$ cat config.mk
export PLATFORM = sky130hd
export DESIGN_NAME = rcc_rtc_div_ctrl
export DESIGN_NICKNAME = d
export VERILOG_FILES = /design/src/rtl/rcc_rtc_div_pkg.sv /design/src/rtl/rcc_rtc_div_wait_cnt.sv /design/src/rtl/rcc_rtc_div_ctrl.sv
export SDC_FILE = /design/constraint.sdc
export NUM_CORES = 1
export LEC_CHECK = 0
export ABC_AREA = 1
export CAP_MARGIN = 15
export CORE_ASPECT_RATIO = 0.7
export CORE_MARGIN = 8
export CORE_UTILIZATION = 61
export CTS_BUF_LIST = sky130_fd_sc_hd__clkbuf_16
export DETAILED_ROUTE_END_ITERATION = 10
export DONT_BUFFER_PORTS = 1
export GPL_TIMING_DRIVEN = 1
export PLACE_DENSITY_LB_ADDON = 0.1
export SYNTH_ARGS = -nofsm -noshare
export SYNTH_HDL_FRONTEND = slang
export SYNTH_HIERARCHICAL = 1
export SYNTH_SLANG_ARGS = --single-unit
$ cat constraint.sdc
create_clock -name i_clk -period 2.2 [get_ports i_clk]
set_input_delay 0.44 -clock i_clk [delete_from_list [all_inputs] [get_ports i_clk]]
set_output_delay 0.44 -clock i_clk [all_outputs]
set_load 0.05 [all_outputs]
$ cat src/rtl/rcc_rtc_div_pkg.sv
// Shared types and constants for the RTC divider ratio-change controller.
// Holds the FSM state encoding, the wait-counter width and the default ratio width.
// Imported by rcc_rtc_div_ctrl and rcc_rtc_div_wait_cnt.
package rcc_rtc_div_pkg;

    localparam int CNT_WID       = 8;
    localparam int RATIO_WID_DEF = 6;

    typedef enum logic [2:0] {
        ST_IDLE   = 3'd0,
        ST_GATE   = 3'd1,
        ST_LOAD   = 3'd2,
        ST_SETTLE = 3'd3,
        ST_OPEN   = 3'd4,
        ST_ACK    = 3'd5
    } state_e;

endpackage

$ cat src/rtl/rcc_rtc_div_wait_cnt.sv
// Purpose: 8-bit load/down-count wait timer shared by the GATE and SETTLE states.
// Latency: zero reflects the registered count; a load of N gives zero after N enabled cycles.
// Backpressure: none; stops at zero and never wraps.
// Ports: i_clk, rst_n, load (takes priority), load_val, en (decrement), zero (count == 0).
module rcc_rtc_div_wait_cnt
    import rcc_rtc_div_pkg::*;
(
    input  logic               i_clk,
    input  logic               rst_n,
    input  logic               load,
    input  logic [CNT_WID-1:0] load_val,
    input  logic               en,
    output logic               zero
);

    logic [CNT_WID-1:0] cnt;

    always_ff @(posedge i_clk or negedge rst_n) begin
        if (!rst_n) begin
            cnt <= '0;
        end else if (load) begin
            cnt <= load_val;
        end else if (en && (cnt != '0)) begin
            cnt <= cnt - 1'b1;
        end
    end

    assign zero = (cnt == '0);

endmodule

$ cat src/rtl/rcc_rtc_div_ctrl.sv
// Purpose: sequences a glitch-free RTC divider ratio change (close gate, load, settle, reopen, ack).
// Latency: ack pulses GATE_CYC+SETTLE_CYC+3 cycles after the req-capture edge (2 on a same-ratio skip).
// Backpressure: req is a level handshake; it is ignored while busy and in the cycle ack is high.
// Ports: i_clk, rst_n, req, new_ratio -> ack, busy, ratio_o, gate_en (all outputs registered).
// Build option: RCC_RTC_DIV_CTRL_SAME_SKIP_EN skips the gate/load/settle sequence when
// new_ratio already equals ratio_o.
module rcc_rtc_div_ctrl
    import rcc_rtc_div_pkg::*;
#(
    parameter int RATIO_WID  = RATIO_WID_DEF,
    parameter int GATE_CYC   = 4,
    parameter int SETTLE_CYC = 8
) (
    input  logic                 i_clk,
    input  logic                 rst_n,
    input  logic                 req,
    input  logic [RATIO_WID-1:0] new_ratio,
    output logic                 ack,
    output logic                 busy,
    output logic [RATIO_WID-1:0] ratio_o,
    output logic                 gate_en
);

    localparam logic [CNT_WID-1:0] GATE_LD   = CNT_WID'(GATE_CYC - 1);
    localparam logic [CNT_WID-1:0] SETTLE_LD = CNT_WID'(SETTLE_CYC - 1);

    state_e               state;
    state_e               state_nxt;
    logic [RATIO_WID-1:0] pending;
    logic                 capture;
    logic                 same_ratio;
    logic                 cnt_load;
    logic [CNT_WID-1:0]   cnt_load_val;
    logic                 cnt_en;
    logic                 cnt_zero;

    // ack is high in the first IDLE cycle after ACK; blocking capture there keeps a
    // requester that is slow to drop req from being serviced twice.
    assign capture = (state == ST_IDLE) && req && !ack;

`ifdef RCC_RTC_DIV_CTRL_SAME_SKIP_EN
    assign same_ratio = (new_ratio == ratio_o);
`else
    assign same_ratio = 1'b0;
`endif

    always_comb begin
        state_nxt    = state;
        cnt_load     = 1'b0;
        cnt_load_val = GATE_LD;
        cnt_en       = 1'b0;
        case (state)
            ST_IDLE: begin
                if (capture) begin
                    if (same_ratio) begin
                        // OPEN is used as a one-cycle pad so ack lands two cycles after
                        // capture; gate_en is already 1, so nothing visible changes.
                        state_nxt = ST_OPEN;
                    end else begin
                        state_nxt    = ST_GATE;
                        cnt_load     = 1'b1;
                        cnt_load_val = GATE_LD;
                    end
                end
            end
            ST_GATE: begin
                if (cnt_zero) begin
                    state_nxt = ST_LOAD;
                end else begin
                    cnt_en = 1'b1;
                end
            end
            ST_LOAD: begin
                state_nxt    = ST_SETTLE;
                cnt_load     = 1'b1;
                cnt_load_val = SETTLE_LD;
            end
            ST_SETTLE: begin
                if (cnt_zero) begin
                    state_nxt = ST_OPEN;
                end else begin
                    cnt_en = 1'b1;
                end
            end
            ST_OPEN:  state_nxt = ST_ACK;
            ST_ACK:   state_nxt = ST_IDLE;
            default:  state_nxt = ST_IDLE;
        endcase
    end

    rcc_rtc_div_wait_cnt u_wait_cnt (
        .i_clk    (i_clk),
        .rst_n    (rst_n),
        .load     (cnt_load),
        .load_val (cnt_load_val),
        .en       (cnt_en),
        .zero     (cnt_zero)
    );

    // Outputs are registered from the current state, so each one changes on the edge
    // that leaves the state driving it (gate closes on GATE's first edge, ratio updates
    // on LOAD's edge, gate reopens on OPEN's edge, ack follows ACK by one edge).
    always_ff @(posedge i_clk or negedge rst_n) begin
        if (!rst_n) begin
            state   <= ST_IDLE;
            pending <= '0;
            busy    <= 1'b0;
            ack     <= 1'b0;
            gate_en <= 1'b1;
            ratio_o <= '0;
        end else begin
            state <= state_nxt;
            ack   <= (state == ST_ACK);
            if (capture) begin
                pending <= new_ratio;
            end
            if (capture) begin
                busy <= 1'b1;
            end else if (state == ST_ACK) begin
                busy <= 1'b0;
            end
            if (state == ST_GATE) begin
                gate_en <= 1'b0;
            end else if (state == ST_OPEN) begin
                gate_en <= 1'b1;
            end
            if (state == ST_LOAD) begin
                ratio_o <= pending;
            end
        end
    end

endmodule

After elaboration in Yosys (flattened, before gate mapping). Index checks and enable logic that the tools add are counted.

Word-level logic and storage cells: 43. Flip-flop bits (word level): 26. Output and inout port bits: 9. Bits of input ports: 9.

Add/subtract/negate cells: 1. Reduce and logical (&&, ||, !) cells: 12. Mux-type cells: 15. Equality and inequality tests: 8.

Operator list (count): $mux 8 (2); $pmux 3 s5 (1); $mux 3 (4); $logic_not 8->1 (1); $reduce_bool 8->1 (1); $sub 8x1->8 const B (1); $mux 1 (7); $eq 3x2->1 const B (2); $eq 3x3->1 const B (2); $ne 2x2->1 const B (3); $reduce_bool 2->1 (3); $eq 3x1->1 const B (1); $logic_and 1x1->1 (3); $logic_not 3->1 (1); $reduce_and 3->1 (1); $pmux 1 s2 (1); $reduce_or 2->1 (1); $logic_not 1->1 (1).

Logic depth before layout (Yosys ltp).
Depth after elaboration: 6. Mapped depth: 12. Depth with buffers taken out: 12.

By module. Netlist, hierarchy kept.

By module, submodules not included: rcc_rtc_div_ctrl (instances 1, area an instance 788.3 um^2, sequential area each 451.7 um^2, cells each 92); rcc_rtc_div_wait_cnt (instances 1, area an instance 596.8 um^2, sequential area each 200.2 um^2, cells each 93).

Worst setup path after synthesis. OpenSTA, ideal clock, no wires.

Path kind: register -> register. Start point: reg ack. End point: reg u_wait_cnt.cnt[0]. Buffers on the path: 1. Library setup time: 0.125 ns. Setup slack: 0.499 ns. Cell stages (with the launch flop): 10. Period minus slack after synthesis: 1.701 ns. Arrival: 1.575 ns. Data required time: 2.075 ns. Cell sequence: dfrtp_1 inv_1 nand2_1 inv_1 nand2_4 nand2_1 clkbuf_1 o21ai_0 nand2_1 o21ai_1.

Cells in the longest elaborated chain, start to end: 5. Elaborated cells on any way between the ends: 6. Those cells by class: mux (3); reduce/logical (3).

RTL lines: from (decl) (RTL line rcc_rtc_div_ctrl.sv:18) `output logic ack,`; from (signal assigned) (RTL line rcc_rtc_div_ctrl.sv:113) `ack <= (state == ST_ACK);`; $logic_not 1->1 * (RTL line rcc_rtc_div_ctrl.sv:39) `assign capture = (state == ST_IDLE) && req && !ack;`; $logic_and 1x1->1 * (RTL line rcc_rtc_div_ctrl.sv:39); $mux 1 * (RTL line rcc_rtc_div_ctrl.sv:54) `if (capture) begin`; $pmux 1 s2 * (RTL line rcc_rtc_div_ctrl.sv:52) `case (state)`; net cnt_load (RTL line rcc_rtc_div_ctrl.sv:32) `logic cnt_load;`; $mux 8 / $reduce_bool 2->1 (equally long branches); to (signal assigned) (RTL line rcc_rtc_div_wait_cnt.sv:22) `cnt <= load_val;`; to (signal assigned) (RTL line rcc_rtc_div_wait_cnt.sv:24) `cnt <= cnt - 1'b1;`; to (decl) (RTL line rcc_rtc_div_wait_cnt.sv:16) `logic [CNT_WID-1:0] cnt;`.

Mark *: on every way through the listed nets, which the timed path passes. The rest lies on a longest branch. A chain may end at the register's enable or synchronous reset.

Worst setup path after layout.
Start point: reg u_wait_cnt.cnt[0]. End point: reg u_wait_cnt.cnt[1].

Cells in the longest elaborated chain, start to end: 5. Elaborated cells on any way between the ends: 9. Those cells by class: add/sub (1); mux (4); reduce/logical (4).

RTL lines: $logic_not 8->1 (RTL line rcc_rtc_div_wait_cnt.sv:28) `assign zero = (cnt == '0);`; net cnt_zero (RTL line rcc_rtc_div_ctrl.sv:35) `logic cnt_zero;`; $mux 1 (RTL line rcc_rtc_div_ctrl.sv:67, rcc_rtc_div_ctrl.sv:79); $mux 1; net cnt_en (RTL line rcc_rtc_div_ctrl.sv:34) `logic cnt_en;`; $logic_and 1x1->1 (RTL line rcc_rtc_div_wait_cnt.sv:23) `end else if (en && (cnt != '0)) begin`; $reduce_bool 2->1 (no line).

The timed path passes the listed nets, and every way through them passes these cells. The select of a mux whose other input is x is not followed.

==> flow_summary.ini <==
[run_status]
outcome = finished clean

[final_layout]
finalInstanceArea_sq_um = 1543
drive_above_1_share = 0.08718
fillers = 163
antennaDiodeCount = 0
nets = 207
syn_to_final_growth_pct = 11.38
instances_no_fill = 227
final_cell_mix = nand2_1, dfrtp_1, nand3_1, inv_1, nor2_1
final_common_cell = nand2_1

[cts]
post_cts_resized = 0
clock_latency_ns = 0.26
htreeDepth = 1
cts_num_sinks = 26
numCtsBuffers = 3
cts_tree = yes
cts-root-buf = clkbuf_16
clockBufferDepth = 2
cts_hold_buffers = 1
cts_setup_buffers = 0
path_clk_slew_ns = 0.06

[timing]
rsz0062_at_grt = false
finClkSkew_ns = 0.002919
setup_tns_ns = 0
hold_viol = 0
slew_viol_final = 0
final.min_clock_period_ns = 1.796
fin_crit_sh = 0.8163
fmax_mhz = 556.9
setup_violations = 0
holdWs_ns = 0.02240

[place]
placed_cells = 221
post_dp_cell_area_sq_um = 1439
place.gp.congestion = 0.8631
place.port_buffers = 0
hpwl_um = 2099

[worst_setup_path]
reg2reg_to = u_wait_cnt/cnt[1]$_DFFE_PN0P_
worstSetupStartpoint = u_wait_cnt/cnt[0]$_DFFE_PN0P_
reg2regPathDepth = 11
startpoint_type = register
worstPathRequired_ns = 2.34
reg2reg_from = u_wait_cnt/cnt[0]$_DFFE_PN0P_
end_kind = register
crit_type = reg -> reg
critical_path.max_fanout = 8
ff2ff_setup_slack_ns = 0.40
worstPathArrival_ns = 1.94

[synth]
async_flop_share = 1.000
synth-simple-area-share = 0.3812
synth-compound-area-share = 0.04607
yosysWarnings = 6
syn_area_sq_um = 1385
synth-edff-count = 0
syn_area_per_cell_sq_um = 7.487
synthMuxAreaShare = 0
synth_top_family_by_area = simple AND/OR/NAND/NOR gates
ys_ff_latch = 26
synth_flop_cell = dfrtp_1
yosysSeqAreaShare = 0.4706
synth.distinct_cells = 26
synthCells = 185
yosys.area_share.xor_xnor = 0.006323
synthAdderAreaFrac = 0.01807

[floorplan]
rows = 14
ios = 18
dieArea_sq_um = 4076
fp.dieW_um = 72.96
coreArea_sq_um = 2155
fp.dieH_um = 55.87
initial_core_util = 0.6429

[job]
max_cap_violations = 0

[routing]
wire_per_inst_um = 12.94
dr.first_iter.drc_count = 54
drtPass1Iterations = 4
vias = 1174
antenna_left = 0
via_per_inst = 5.172
routed_wl_um = 2937
route.detailed.drc = 0

[global_route]
grt_max_degree = 26
antenna_found_initial = 0
grt_usage = 0.1514
grt_pass1_wl_um = 4864
gr-total-overflow = 0
grt_pass1_vias = 1051

[power_and_ir_drop]
p_leak_nw = 0.8369
ir_drop_mv = 1.102
finalPower_mw = 2.683
p_per_area_nw_per_um2 = 1739

[hold_path]
hp-class = in -> async
-- report_power, final --
part	total [mW]	internal [mW]	switching [mW]
logic	1.17	0.414	0.761
clock network	0.399	0.243	0.156
registers	1.11	0.701	0.408
total	2.68	1.36	1.33
-- how the worst max path moves through the flow --
stage                               endpoint  slack, ns
2_1_floorplan  u_wait_cnt/cnt[0]$_DFFE_PN0P_       0.50
3_3_place_gp   u_wait_cnt/cnt[0]$_DFFE_PN0P_       0.47
3_5_place_dp   u_wait_cnt/cnt[1]$_DFFE_PN0P_       0.44
4_1_cts        u_wait_cnt/cnt[1]$_DFFE_PN0P_       0.42
5_1_grt        u_wait_cnt/cnt[4]$_DFFE_PN0P_       0.27
6_report       u_wait_cnt/cnt[1]$_DFFE_PN0P_       0.40
-- metal layers --
layer	global-route usage	wire length (um)	vias up
li1	-	-	597
met1	0.1987	1351	533
met2	0.2316	1311	40
met3	0.04856	256	4
met4	0.03977	18	0
met5	0	0	-
-- critical path, stage by stage (launching register included) --
cell and delay (ns):
dfrtp_1 0.37, inv_1 0.19, ha_1 0.21, nand2_1 0.11, nor2_1 0.16, inv_1 0.08
nand3_1 0.13, inv_1 0.11, o21ai_4 0.10, nand2_4 0.10, nand2_1 0.07, o21ai_1 0.06
-- final cells by class --
type,instances,area [sq um],area share
Clock buffer,3,75.07,0.04866
Clock inverter,1,3.754,0.002433
Inverter,21,80.08,0.05191
Multi-Input combinational cell,140,651.9,0.4225
Sequential cell,26,651.9,0.4225
Tap cell,32,40.04,0.02595
Timing Repair Buffer,4,40.04,0.02595
-- metrics by stage --
stage          worst slack, ns    util
2_1_floorplan           0.4994       -
5_1_grt                 0.2685  0.7160
3_5_place_dp            0.4376  0.6678
6_report                0.4042  0.7160
3_3_place_gp            0.4734  0.6678
4_1_cts                 0.4206  0.7091
-- sequential cells by signal, indices dropped and copies added (netlist names) --
name,cells
busy,1
pending,6
ratio_o,6
u_wait_cnt/cnt,8
ack,1
state,3
gate_en,1
-- kinds of logic after synthesis --
group,Yosys count
xor+xnor,1
fa+ha+maj,2
other cells,2
simple gates,120
compound gates,10
flops,26
buf+inv,24
-- synth_stat cells, types with 2 or more instances --
cell,instances,share of area
inv_1,18,0.049
o21ai_0,5,0.018
nor2_1,11,0.030
nand2_1,75,0.20
o21ai_1,2,0.0072
conb_1,2,0.0054
dfrtp_1,25,0.45
inv_2,2,0.0054
ha_1,2,0.018
nand2_4,2,0.016
nand4_1,3,0.014
nand3_1,24,0.087
No activity file was read; power rests on OpenSTA's default activity.
